File: src/rtl/counter_driver_if.sv
// counter_driver_if: request/step/feedback bundle between control logic, counter_driver and the counter
interface counter_driver_if #(parameter int W = 3);
    logic         REQ;
    logic [W-1:0] TGT;
    logic [W-1:0] CO_FB;
    logic         UP;
    logic         DOWN;
    logic         BUSY;
    logic         DONE;
    logic         ERR;
    logic [3:0]   PULSES;
    modport master (input REQ, TGT, CO_FB, output UP, DOWN, BUSY, DONE, ERR, PULSES);
    modport slave  (output REQ, TGT, CO_FB, input UP, DOWN, BUSY, DONE, ERR, PULSES);
endinterface

File: src/rtl/counter_driver.sv
// counter_driver: steps a saturating up/down counter to a requested value, confirming each step via CO feedback
module counter_driver #(
    parameter int W       = 3,
    parameter int GAP     = 2,
    parameter int TIMEOUT = 8
) (
    input logic              CLK,
    input logic              MR,
    counter_driver_if.master bus
);
    typedef enum logic [1:0] {IDLE, COMPARE, PULSE, WAIT} state_t;
    state_t       state, nxt;
    logic [W-1:0] tgt, tgt_n, prev, prev_n;
    logic [3:0]   timer, timer_n, pulses_n;
    logic         dir, dir_n, up_n, down_n, busy_n, done_n, err_n;
    logic         step_ok;
    // widened compare so a wrap past either end never looks like a legal step
    assign step_ok = dir ? ({1'b0, bus.CO_FB} == {1'b0, prev} + 1'b1)
                         : ({1'b0, bus.CO_FB} == {1'b0, prev} - 1'b1);
    always_comb begin
        nxt      = state;
        tgt_n    = tgt;
        prev_n   = prev;
        timer_n  = timer;
        dir_n    = dir;
        pulses_n = bus.PULSES;
        busy_n   = bus.BUSY;
        up_n     = 1'b0;
        down_n   = 1'b0;
        done_n   = 1'b0;
        err_n    = 1'b0;
        unique case (state)
            IDLE: if (bus.REQ) begin
                nxt      = COMPARE;
                tgt_n    = bus.TGT;
                pulses_n = 4'd0;
                busy_n   = 1'b1;
            end
            COMPARE: if (bus.CO_FB == tgt) begin
                nxt    = IDLE;
                done_n = 1'b1;
                busy_n = 1'b0;
            end else begin
                nxt      = PULSE;
                dir_n    = bus.CO_FB < tgt;
                up_n     = dir_n;
                down_n   = !dir_n;
                timer_n  = 4'd0;
                pulses_n = bus.PULSES + 4'(bus.PULSES != 4'hF);
            end
            PULSE: begin
                nxt     = WAIT;
                prev_n  = bus.CO_FB;
                timer_n = timer + 4'd1;
            end
            WAIT: begin
                timer_n = timer + 4'd1;
                if (bus.CO_FB == prev) begin
                    if (timer == 4'(TIMEOUT - 1)) begin
                        nxt    = IDLE;
                        err_n  = 1'b1;
                        busy_n = 1'b0;
                    end
                end else if (!step_ok) begin
                    nxt    = IDLE;
                    err_n  = 1'b1;
                    busy_n = 1'b0;
                end else if (timer >= 4'(GAP)) begin
                    nxt = COMPARE;
                end
            end
        endcase
    end
    always_ff @(posedge CLK) begin
        if (MR) begin
            state      <= IDLE;
            tgt        <= '0;
            prev       <= '0;
            timer      <= '0;
            dir        <= 1'b0;
            bus.UP     <= 1'b0;
            bus.DOWN   <= 1'b0;
            bus.BUSY   <= 1'b0;
            bus.DONE   <= 1'b0;
            bus.ERR    <= 1'b0;
            bus.PULSES <= '0;
        end else begin
            state      <= nxt;
            tgt        <= tgt_n;
            prev       <= prev_n;
            timer      <= timer_n;
            dir        <= dir_n;
            bus.UP     <= up_n;
            bus.DOWN   <= down_n;
            bus.BUSY   <= busy_n;
            bus.DONE   <= done_n;
            bus.ERR    <= err_n;
            bus.PULSES <= pulses_n;
        end
    end
endmodule

File: src/flat_wrapper.sv
// flat-port wrapper written by rule: the top's interface ports become plain ports
module counter_driver_flat 
#(
    parameter int W       = 3,
    parameter int GAP     = 2,
    parameter int TIMEOUT = 8
)
  (CLK, MR, bus_REQ, bus_TGT, bus_CO_FB, bus_UP, bus_DOWN, bus_BUSY, bus_DONE, bus_ERR, bus_PULSES);
  counter_driver_if #(.W(W)) bus_i ();
  input logic CLK;
  input logic MR;
  input wire logic [$bits(bus_i.REQ)-1:0] bus_REQ;
  input wire logic [$bits(bus_i.TGT)-1:0] bus_TGT;
  input wire logic [$bits(bus_i.CO_FB)-1:0] bus_CO_FB;
  output wire logic [$bits(bus_i.UP)-1:0] bus_UP;
  output wire logic [$bits(bus_i.DOWN)-1:0] bus_DOWN;
  output wire logic [$bits(bus_i.BUSY)-1:0] bus_BUSY;
  output wire logic [$bits(bus_i.DONE)-1:0] bus_DONE;
  output wire logic [$bits(bus_i.ERR)-1:0] bus_ERR;
  output wire logic [$bits(bus_i.PULSES)-1:0] bus_PULSES;
  assign bus_i.REQ = bus_REQ;
  assign bus_i.TGT = bus_TGT;
  assign bus_i.CO_FB = bus_CO_FB;
  assign bus_UP = bus_i.UP;
  assign bus_DOWN = bus_i.DOWN;
  assign bus_BUSY = bus_i.BUSY;
  assign bus_DONE = bus_i.DONE;
  assign bus_ERR = bus_i.ERR;
  assign bus_PULSES = bus_i.PULSES;
  counter_driver #(.W(W), .GAP(GAP), .TIMEOUT(TIMEOUT)) u_core (.CLK(CLK), .MR(MR), .bus(bus_i));
endmodule
File: config.mk
export PLATFORM = sky130hd
export DESIGN_NAME = counter_driver_flat
export DESIGN_NICKNAME = d
export VERILOG_FILES = /design/src/rtl/counter_driver_if.sv /design/src/rtl/counter_driver.sv /design/src/flat_wrapper.sv
export SDC_FILE = /design/constraint.sdc
export NUM_CORES = 1
export LEC_CHECK = 0
export CAP_MARGIN = 5
export CORE_MARGIN = 8
export CORE_UTILIZATION = 35
export DETAILED_ROUTE_END_ITERATION = 7
export PLACE_DENSITY = 0.59
export SYNTH_ARGS = -nofsm -noshare
export SYNTH_HDL_FRONTEND = slang
export SYNTH_SLANG_ARGS = --single-unit
File: constraint.sdc
create_clock -name CLK -period 1.9 [get_ports CLK]
set_clock_uncertainty 0.05 [all_clocks]
set_input_delay 0.57 -clock CLK [delete_from_list [all_inputs] [get_ports CLK]]
set_output_delay 0.57 -clock CLK [all_outputs]
set_load 0.05 [all_outputs]
=== Word level (Yosys, flattened, before mapping) ===
Index checks and enable logic that the tools add are counted.

* Flip-flop bits (word level): 22
* Output and inout bits: 9
* Logic and storage cells: 73

* Equality and inequality tests: 15
* Magnitude comparators: 2
* Add/sub/neg operators: 4
* Muxes and demuxes: 23
* Bitwise logic cells: 3
* Reductions and logical operators: 15

{| class="wikitable"
|+ Operators with widths
! kind !! number
|-
| $pmux 4 s2 || 2
|-
| $mux 2 || 6
|-
| $mux 4 || 3
|-
| $mux 1 || 10
|-
| $eq 3x4->1 || 2
|-
| $ne 4x4->1 const B || 2
|-
| $pmux 2 s4 || 1
|-
| $eq 3x3->1 || 2
|-
| $ne 3x3->1 const B || 2
|-
| $reduce_and 2->1 || 3
|-
| $reduce_and 3->1 || 2
|-
| $reduce_or 2->1 || 3
|-
| $reduce_and 5->1 || 1
|-
| $add 3x1->4 const B || 1
|-
| $add 4x1->4 || 1
|-
| $add 4x1->4 const B || 1
|-
| $eq 2x2->1 const B || 2
|-
| $eq 4x3->1 const B || 1
|-
| $ge 4x2->1 const B || 1
|-
| $ne 2x2->1 const B || 2
|-
| $reduce_bool 2->1 || 2
|-
| $sub 3x1->4 const B || 1
|-
| $lt 3x3->1 || 1
|-
| $not 1->1 || 3
|-
| other kinds (7) || 7
|}

=== Depth between registers and ports, before layout ===
Gate-level depths: netlist (run 1).

* Word-level depth: 6
* Depth in mapped cells: 6
* Mapped depth without buffers: 6

=== Worst setup path before layout (run 1) ===
No wires, ideal clock.

* Kind: reg2reg
* From: register u_core.dir
* To: register u_core.bus.ERR
* Cell stages (with the launch flop): 7
* Path slack: 119 ps
* Arrival time: 1671 ps
* Buffers on the path: 0
* Cell sequence: dfxtp_1 > inv_1 > fa_1 > xnor3_1 > and3_4 > a31oi_1 > and3_1

* Cells in the longest elaborated chain, start to end: 3

{| class="wikitable"
|+ Ends and longest elaborated chain
! what !! line !! text
|-
| from (decl) || counter_driver.sv:15 || <nowiki>logic dir, dir_n, up_n, down_n, busy_n, done_n, err_n;</nowiki>
|-
| from (signal assigned) || counter_driver.sv:92 || <nowiki>dir <= dir_n;</nowiki>
|-
| $mux 1 || counter_driver.sv:18 || <nowiki>assign step_ok = dir ? ({1'b0, bus.CO_FB} == {1'b0, prev} + 1'b1)</nowiki>
|-
| $mux 1 || counter_driver.sv:64 || <nowiki>end else if (!step_ok) begin</nowiki>
|-
| $mux 1 || counter_driver.sv:58 || <nowiki>if (bus.CO_FB == prev) begin</nowiki>
|-
| to (signal assigned) || counter_driver.sv:97 || <nowiki>bus.ERR <= err_n;</nowiki>
|-
| to (decl) || counter_driver_if.sv:12 || <nowiki>modport master (input REQ, TGT, CO_FB, output UP, DOWN, BUSY, DONE, ERR, PULSES);</nowiki>
|}

No other way between the ends.
A chain may end at the register's enable or synchronous reset.

=== Worst setup path after layout (run 1) ===
Same ends and word-level chain as after synthesis.

==> results of run 1 <==
-- worst max path at each step --
stage | endpoint | cells past startpoint | slack [ns]
finish | u_core.bus.ERR$_SDFF_PP0_ | 6 | 0.05
global route | u_core.bus.ERR$_SDFF_PP0_ | 6 | 0.001
CTS | u_core.bus.ERR$_SDFF_PP0_ | 6 | 0.008
detailed placement | u_core.timer[3]$_SDFFE_PP0P_ | 6 | -0.36
global placement | u_core.bus.ERR$_SDFF_PP0_ | 6 | -0.35
floorplan | u_core.bus.ERR$_SDFF_PP0_ | 6 | 0.12
-- state kept, by name, summed over array words and instances, names as in the netlist, named ones only --
| name | cells |
|---|---|
| u_core.bus.DOWN | 1 |
| u_core.tgt | 3 |
| u_core.bus.ERR | 1 |
| u_core.state | 1 |
| u_core.bus.BUSY | 1 |
| u_core.dir | 1 |
| u_core.bus.UP | 1 |
| u_core.prev | 3 |
| u_core.bus.PULSES | 4 |
| u_core.bus.DONE | 1 |
| u_core.timer | 4 |
-- cells in the mapped netlist, drive strengths merged, types with 2 or more instances --
master  number  share of area
nand2        5          0.016
nor2        10          0.032
nor2b        4          0.022
and3         5          0.031
a21oi       11          0.047
nor3         5          0.022
dfxtp       22           0.38
clkbuf       2         0.0065
xor2         5          0.038
inv          8          0.026
nand3b       5          0.032
nand3        5          0.022
nand2b       2          0.011
ha           9          0.097
mux2i        5          0.043
o21ai        3          0.013
-- cells by family after synthesis --
group / share of synthesized area
and+or+nand+nor: 0.242
AOI/OAI and AO/OA: 0.121
DFF: 0.379
buffers and inverters: 0.0356
adders and majority gates: 0.114
xor gates and xnor gates: 0.0647
muxes: 0.0431
-- critical path: cells and delay by family (launching register included) --
family                   cells  cell delay [ns]
buffers and inverters        1             0.07
XOR/XNOR                     1             0.35
AND/OR/NAND/NOR              2             0.36
flip-flops                   1             0.38
AO/OA/AOI/OAI                1             0.20
adder cells (fa/ha/maj)      1             0.39
-- area by class of cell --
cell class / instances / area (µm²)
Inverter: 8 / 30.0
Multi-Input combinational cell: 93 / 712
Timing Repair Buffer: 24 / 262
Clock buffer: 3 / 22.5
Tap cell: 46 / 57.6
Sequential cell: 22 / 442
Fill cell: 349 / 1700
Clock inverter: 1 / 30.0
-- routing by layer --
metal  vias to the layer above  wire [µm]  GRT usage
met5                         -          0          0
met4                         0         16     0.0200
met3                         2        119     0.0355
met2                        16       1170      0.156
met1                       443       1290      0.134
li1                        499          -          -
-- where the power goes --
part	total [mW]	switching, mW	leakage (nW)	internal, mW
Sequential	0.518	0.0297	0.179	0.488
Combinational	0.288	0.152	0.454	0.136
Clock	0.365	0.151	0.0279	0.213
Total	1.17	0.333	0.662	0.837
-- metrics by stage --
stage | cell area, µm² | worst slack [ns] | power [mW]
2_1_floorplan | 1160 | 0.119 | 0.703
3_3_place_gp | 1460 | -0.352 | 0.794
3_5_place_dp | 1460 | -0.361 | 0.800
4_1_cts | 1530 | 0.00816 | 1.17
5_1_grt | 1560 | 0.00115 | 1.23
6_report | 1560 | 0.0546 | 1.17
-- what timing repair did --
item	CTS	global route
gates resized for setup	6	7
endpoints found under the setup margin	4	9
pin swaps	0	3
==> results.txt, run 1 <==
----------------------------------------------------
[Worst setup path]
  Crit. End Element ... register
  Critical path data arrival time ... 2.07 ns
  Reg-to-reg endpoint ... u_core.bus.ERR$_SDFF_PP0_
  Data required time of the worst path ... 2.12 ns
  Critical Setup Path Class ... register to register
  Critical Path Max Stage Delay ... 0.39 ns
  Max FO, Critical Path ... 4
  Type of element launching the critical path ... register
  Logic depth of the worst register-to-register path ... 6
  Slowest cell on the critical path ... sky130_fd_sc_hd__fa_2
  Cells traversed along the worst timing path ... inv_2 -> fa_2 -> xnor3_1 -> and3_4 -> a31oi_2 -> and3_1
  Worst reg2reg setup slack ... 0.05 ns
  Start of the worst register-to-register path ... u_core.dir$_SDFFE_PP0P_
  Worst setup path startpoint ... u_core.dir$_SDFFE_PP0P_

[Detailed routing]
  Overall routed net length ... 2.59 mm
  Routed WL per cell ... 13.1 µm
  Overall via count from detail_route ... 960
  Remaining antenna violation count ... 0
  Vias per inst ... 4.87
  DRC violation count after routing ... 0
  First-pass iteration count of the detailed router ... 4
  Initial DRC Count ... 87

[Timing]
  Worst-case hold slack ... 0.437 ns
  Final period demand of the worst path ... 1.85 ns
  Number of slew-limit violations in the final report ... 0
  Final Setup Violations ... 0
  Total Negative Setup Slacks ... 0 ns
  Relative slew slack ... 0.727
  Final period util ... 0.971
  Total count of hold-check failures in the final report ... 0
  Unrepaired setup endpoints after global routing ... false
  Max Freq ... 0.542 GHz
  Pin slew with the least headroom to its limit ... 0.405 ns

[Clock tree]
  Clk pin slew, worst setup/hold paths ... 0.13 ns
  Buffer count from post-CTS setup fixing ... 0
  TritonCTS clock tree ... built
  H-tree levels ... 1
  Clock latency of the later-clocked register in the worst-skew pair ... 0.31 ns
  Root buffer cell ... sky130_fd_sc_hd__clkbuf_4
  Max clock buf depth ... 2
  TritonCTS Buffers ... 3
  Number of buffers inserted for hold repair after clock tree synthesis ... 0
  TritonCTS Sinks ... 22

[Hold path]
  Number of stages on the worst hold path ... 2
  Type of the most critical hold path ... register to register
  Hold path endpoint ... u_core.dir$_SDFFE_PP0P_
  HP Start ... u_core.dir$_SDFFE_PP0P_

[Synthesis]
  Synthesized flop and latch total ... 22
  Yosys warns ... 0
  Synth Flop Type ... sky130_fd_sc_hd__dfxtp_1
  Proportion of register bits with asynchronous set or reset after synthesis ... 0
  Sequential-to-total area share from yosys stat ... 0.379
  Post-synthesis cell area ... 1160 µm²
  Synth unique cells ... 37
  Post-synth EDFFs ... 0
  Avg Synthesized Cell Area ... 9.22 µm²
  Syn nets ... 145
  Synth Instances ... 126

[Power and ir drop]
  Pwr per Cell Area ... 752 nW/µm²
  Maximum vdd drop ... 0.476 mV
  Leakage power ... 0.662 nW

[Global route]
  Vias in the first global route ... 981
  Pin count of the biggest net entering global routing ... 21
  Global routing usage summed across all routing layers ... 0.102
  Global route overflow ... 0
  First-pass GRT wire length ... 4.39 mm
  Number of antenna violations at the first check in global routing ... 0

[Placed design]
  Hpwl dp ... 1.89 mm
  Final RePlAce weighted congestion ... 0.838
  Port Buffer Count ... 17
  Placed instance count ... 193

[Final layout]
  End-of-flow core utilization ... 0.477
  Post-route insts no fill ... 197
  Most common cell after layout, fill and taps aside ... sky130_fd_sc_hd__dfxtp_1
  Most frequent cells in the layout ... sky130_fd_sc_hd__dfxtp_1 (21), sky130_fd_sc_hd__buf_4 (11), sky130_fd_sc_hd__nor2_1 (10), sky130_fd_sc_hd__a21oi_1 (10), sky130_fd_sc_hd__ha_1 (8)
  Total Nets Final ... 171
  Layout cell share with drive strength beyond 1 ... 0.205
  Layout area overhead ... 33.9%
  Ant. Diodes ... 0

[Die]
  Vertical die dimension ... 73.6 µm
  Top Ports ... 18
  Core region area ... 3260 µm²
  Starting utilization of the core area ... 0.356
  Die width ... 73.6 µm
  Die outline area ... 5420 µm²
  Core Rows ... 21

[Job]
  Number of violations of the max-capacitance limit ... 0

[Run status]
  Status ... completed

----------------------------------------------------
(Power assumes the default switching activity.)
==> run 2, diff against run 1 <==
Settings changed: CORE_MARGIN 8 to 4, PLACE_DENSITY 0.59 to 0.57.
Clock period 1.9 ns to 2.2 ns, I/O delays scaled along.
==> results.txt, run 2 (same netlist as run 1, synthesis figures left out) <==
----------------------------------------------------
[Die]
  Starting utilization of the core area ... 0.374
  Die width ... 65.6 µm
  Core region area ... 3100 µm²
  Core Rows ... 20
  Die outline area ... 4300 µm²
  Vertical die dimension ... 65.6 µm
  Top Ports ... 18

[Global route]
  Vias in the first global route ... 936
  Global routing usage summed across all routing layers ... 0.125
  Pin count of the biggest net entering global routing ... 21
  Global route overflow ... 0
  Number of antenna violations at the first check in global routing ... 0
  First-pass GRT wire length ... 4.17 mm

[Final layout]
  Layout area overhead ... 26.8%
  Most frequent cells in the layout ... sky130_fd_sc_hd__dfxtp_1 (22), sky130_fd_sc_hd__buf_4 (12), sky130_fd_sc_hd__a21oi_1 (11), sky130_fd_sc_hd__nor2_1 (10), sky130_fd_sc_hd__clkdlybuf4s50_1 (10)
  Total Nets Final ... 171
  Regs by FF count ... u_core.bus.PULSES x4, u_core.timer x4
  Layout cell share with drive strength beyond 1 ... 0.126
  Most common cell after layout, fill and taps aside ... sky130_fd_sc_hd__dfxtp_1
  Ant. Diodes ... 0
  End-of-flow core utilization ... 0.475

[Worst setup path]
  Number of cells on the critical path ... 1
  Type of element launching the critical path ... register
  Data required time of the worst path ... 1.49 ns
  Cells traversed along the worst timing path ... clkdlybuf4s50_1
  Slowest cell on the critical path ... sky130_fd_sc_hd__clkdlybuf4s50_1
  CP top delay family ... buffers and inverters
  Critical Path Max Stage Delay ... 0.79 ns
  Logic depth of the worst register-to-register path ... 6
  Crit. End Element ... primary output
  Critical Setup Path Class ... register to primary output
  Critical path buffers and inverters ... 1
  Critical path data arrival time ... 1.43 ns
  Max FO, Critical Path ... 1

[Job]
  Number of violations of the max-capacitance limit ... 0

[Timing]
  Unrepaired setup endpoints after global routing ... false
  Final Setup Violations ... 0
  Pin slew with the least headroom to its limit ... 0.510 ns
  Max Freq ... 0.467 GHz
  Final period util ... 0.973
  Number of slew-limit violations in the final report ... 0
  Total count of hold-check failures in the final report ... 0
  Relative slew slack ... 0.659
  Final period demand of the worst path ... 2.14 ns

[Power and ir drop]
  Clock network fraction of total power ... 0.319
  Proportion of power drawn by flip-flops and latches ... 0.447
  Switching share of total power ... 0.280
  Leakage power ... 0.646 nW
  Net switching power figure ... 277 µW
  Combinational cell fraction of total power ... 0.235
  Design internal power ... 711 µW
  Final Power ... 988 µW
  Pwr per Cell Area ... 671 nW/µm²
  Maximum vdd drop ... 0.616 mV

[Clock tree]
  Max clock buf depth ... 2
  TritonCTS clock tree ... built
  TritonCTS Buffers ... 3
  Clock latency of the later-clocked register in the worst-skew pair ... 0.32 ns
  Clk pin slew, worst setup/hold paths ... 0.13 ns
  H-tree levels ... 1
  Root buffer cell ... sky130_fd_sc_hd__clkbuf_4
  Buffer count from post-CTS setup fixing ... 0
  TritonCTS Sinks ... 22

[Placed design]
  Port Buffer Count ... 17
  Hpwl dp ... 1.79 mm
  Final RePlAce weighted congestion ... 0.800

[Detailed routing]
  DRC violation count after routing ... 0
  Remaining antenna violation count ... 0
  Overall routed net length ... 2.34 mm
  First-pass iteration count of the detailed router ... 4
  Initial DRC Count ... 24
  Routed WL per cell ... 12.0 µm
  Vias per inst ... 4.98
  Overall via count from detail_route ... 972

[Run status]
  Status ... completed

[Hold path]
  Number of stages on the worst hold path ... 2
  Type of the most critical hold path ... register to register

----------------------------------------------------
[run 2: changes by cell type in the layout (fill, tap and decap cells not counted), sizes merged]
cell	delta
clkdlybuf4s50	+5
buf	-4
dlymetal6s2s	-1
[run 2: layer usage]
metal | share of wire | up-vias | wire, µm | track usage
met1 | 0.47 | 459 | 1100 | 0.157
li1 | - | 494 | - | -
met5 | 0 | - | 0 | 0
met2 | 0.47 | 15 | 1110 | 0.200
met3 | 0.047 | 4 | 111 | 0.0496
met4 | 0.0090 | 0 | 21 | 0.0285
[run 2: final cells by class]
| type | instances | area [µm²] |
|---|---|---|
| fillers | 344 | 1630 |
| well taps | 44 | 55.1 |
| repair buffers | 24 | 215 |
| clock buffers | 3 | 22.5 |
| flip-flops and latches | 22 | 440 |
| inverters | 8 | 30.0 |
| multi-input cells | 93 | 679 |
| clock inverters | 1 | 30.0 |
[run 2: power groups by stage]
stage,registers (mW),logic [mW],clock network (mW)
2_1_floorplan,0.473,0.134,0
3_3_place_gp,0.450,0.232,0
3_5_place_dp,0.451,0.234,0
4_1_cts,0.442,0.235,0.327
5_1_grt,0.446,0.259,0.343
6_report,0.441,0.232,0.315
[run 2: repair_timing]
action	4_1_cts	5_1_grt
hold buffers	0	0
resized for setup	0	2
setup endpoints to repair	0	2
[run 2: path summary, 6_finish.rpt]
kind                                                start                         to  slack (ns)
worst max-delay path            u_core.bus.ERR$_SDFF_PP0_                    bus_ERR        0.06
worst min-delay path              u_core.dir$_SDFFE_PP0P_    u_core.dir$_SDFFE_PP0P_        0.45
worst max register to register    u_core.dir$_SDFFE_PP0P_  u_core.bus.ERR$_SDFF_PP0_        0.19
worst min register to register    u_core.dir$_SDFFE_PP0P_    u_core.dir$_SDFFE_PP0P_        0.45
[run 2: metrics by stage]
step                area, µm²  cells  worst slack [ns]  setup TNS [ns]  hold WS, ns
floorplan                1160    126             0.419               0        0.404
global placement         1420    191            -0.172           -1.06        0.432
detailed placement       1420    191            -0.193           -1.95        0.441
CTS                      1470    195            0.0306               0        0.459
global route             1470    195           0.00651               0        0.474
finish                   1470    195            0.0585               0        0.452
==> run 3, diff against run 2 <==
Settings changed: CTS_BUF_LIST from default to sky130_fd_sc_hd__clkbuf_8.
==> results.txt, run 3 (same netlist as run 1, synthesis figures left out) <==
----------------------------------------------------
[Power and ir drop]
  Pwr per Cell Area ... 707 nW/µm²
  Maximum vdd drop ... 0.417 mV
  Leakage power ... 0.618 nW

[Die]
  Core Rows ... 20
  Die width ... 65.6 µm
  Top Ports ... 18
  Core region area ... 3100 µm²
  Die outline area ... 4300 µm²
  Starting utilization of the core area ... 0.374
  Vertical die dimension ... 65.6 µm

[Global route]
  Global route overflow ... 0
  Number of antenna violations at the first check in global routing ... 0
  Pin count of the biggest net entering global routing ... 21
  Global routing usage summed across all routing layers ... 0.126
  Vias in the first global route ... 935
  First-pass GRT wire length ... 4.18 mm

[Final layout]
  Ant. Diodes ... 0
  Most frequent cells in the layout ... sky130_fd_sc_hd__dfxtp_1 (22), sky130_fd_sc_hd__clkdlybuf4s50_1 (12), sky130_fd_sc_hd__buf_4 (12), sky130_fd_sc_hd__a21oi_1 (11), sky130_fd_sc_hd__nor2_1 (10)
  Regs by FF count ... u_core.bus.PULSES x4, u_core.timer x4
  Layout cell share with drive strength beyond 1 ... 0.126
  End-of-flow core utilization ... 0.479
  Total Nets Final ... 171
  Fill cell count ... 341
  Layout Cell Area excl Fill ... 1490 µm²
  Layout area overhead ... 28.0%
  Most common cell after layout, fill and taps aside ... sky130_fd_sc_hd__dfxtp_1

[Detailed routing]
  Initial DRC Count ... 24
  DRC violation count after routing ... 0
  Routed WL per cell ... 11.9 µm
  Overall routed net length ... 2.33 mm
  Overall via count from detail_route ... 973
  First-pass iteration count of the detailed router ... 3
  Vias per inst ... 4.99
  Remaining antenna violation count ... 0

[Placed design]
  Final RePlAce weighted congestion ... 0.800
  Port Buffer Count ... 17
  Worst-case setup slack after placement ... -0.193 ns
  Hpwl dp ... 1.79 mm
  Cell area after placement ... 1420 µm²

[Worst setup path]
  Max FO, Critical Path ... 4
  Critical path data arrival time ... 2.26 ns
  Critical Setup Path Class ... input pin to register
  Data required time of the worst path ... 2.36 ns
  Type of element launching the critical path ... input pin
  Crit. End Element ... register

[Clock tree]
  Clk pin slew, worst setup/hold paths ... 0.08 ns
  Number of buffers inserted for hold repair after clock tree synthesis ... 0
  Clock latency of the later-clocked register in the worst-skew pair ... 0.27 ns
  Root buffer cell ... sky130_fd_sc_hd__clkbuf_8
  TritonCTS Sinks ... 22
  TritonCTS Buffers ... 3
  Number of gates resized after CTS ... 0
  Max clock buf depth ... 2
  Buffer count from post-CTS setup fixing ... 0
  H-tree levels ... 1
  TritonCTS clock tree ... built

[Hold path]
  Type of the most critical hold path ... register to register

[Timing]
  Worst-case hold slack ... 0.446 ns
  Number of slew-limit violations in the final report ... 0
  Final period demand of the worst path ... 2.09 ns
  Final Setup Violations ... 0
  Total count of hold-check failures in the final report ... 0
  Pin slew with the least headroom to its limit ... 0.492 ns
  Unrepaired setup endpoints after global routing ... false
  Max Freq ... 0.478 GHz
  Final critical-path setup slack ... 0.109 ns
  Relative slew slack ... 0.671
  Final period util ... 0.950

[Job]
  Number of violations of the max-capacitance limit ... 0

[Run status]
  Status ... completed

----------------------------------------------------
run 3: cell count changes in the layout (fill, tap and decap cells not counted):
cell and change:
sky130_fd_sc_hd__clkbuf_4 -3, sky130_fd_sc_hd__clkbuf_8 +3, sky130_fd_sc_hd__clkdlybuf4s50_1 +2, sky130_fd_sc_hd__dlymetal6s2s_1 -2
run 3: layout make-up:
class,count,area (µm²),share of cell area
Multi-Input combinational cell,93,679,0.457
Clock buffer,3,41.3,0.0278
Tap cell,44,55.1,0.0370
Timing Repair Buffer,24,210,0.141
Inverter,8,30.0,0.0202
Clock inverter,1,30.0,0.0202
Sequential cell,22,440,0.296
run 3: worst max-delay path, stage by stage:
cell and delay, ns:
sky130_fd_sc_hd__clkdlybuf4s50_1 0.55, sky130_fd_sc_hd__xnor3_1 0.43, sky130_fd_sc_hd__and3_4 0.18, sky130_fd_sc_hd__a31oi_1 0.25, sky130_fd_sc_hd__and3_1 0.18
run 3: final timing paths:
kind	startpoint	end	slack, ns	cells past startpoint
hold reg to reg	u_core.dir$_SDFFE_PP0P_	u_core.dir$_SDFFE_PP0P_	0.45	2
setup reg to reg	u_core.dir$_SDFFE_PP0P_	u_core.bus.ERR$_SDFF_PP0_	0.20	6
hold / removal	u_core.dir$_SDFFE_PP0P_	u_core.dir$_SDFFE_PP0P_	0.45	2
setup / recovery	bus_CO_FB[2]	u_core.bus.ERR$_SDFF_PP0_	0.11	5
run 3: per-stage QoR:
stage          cells  TNS, ns  power (mW)
4_1_cts          195        0        1.07
2_1_floorplan    126        0       0.607
3_5_place_dp     191    -1.95       0.685
5_1_grt          195        0        1.11
3_3_place_gp     191    -1.06       0.682
6_report         195        0        1.05
run 3: metal layers:
metal / part of all wire / track usage / up-vias
met5: 0 / 0 / -
met4: 0.015 / 0.0440 / 0
met3: 0.043 / 0.0444 / 4
met2: 0.47 / 0.201 / 15
met1: 0.47 / 0.156 / 459
li1: - / - / 495
run 3: where the power goes:
group / internal, mW / switching [mW] / total [mW]
Clock: 0.243 / 0.136 / 0.379
Combinational: 0.106 / 0.126 / 0.232
Sequential: 0.421 / 0.0201 / 0.441
Total: 0.770 / 0.282 / 1.05
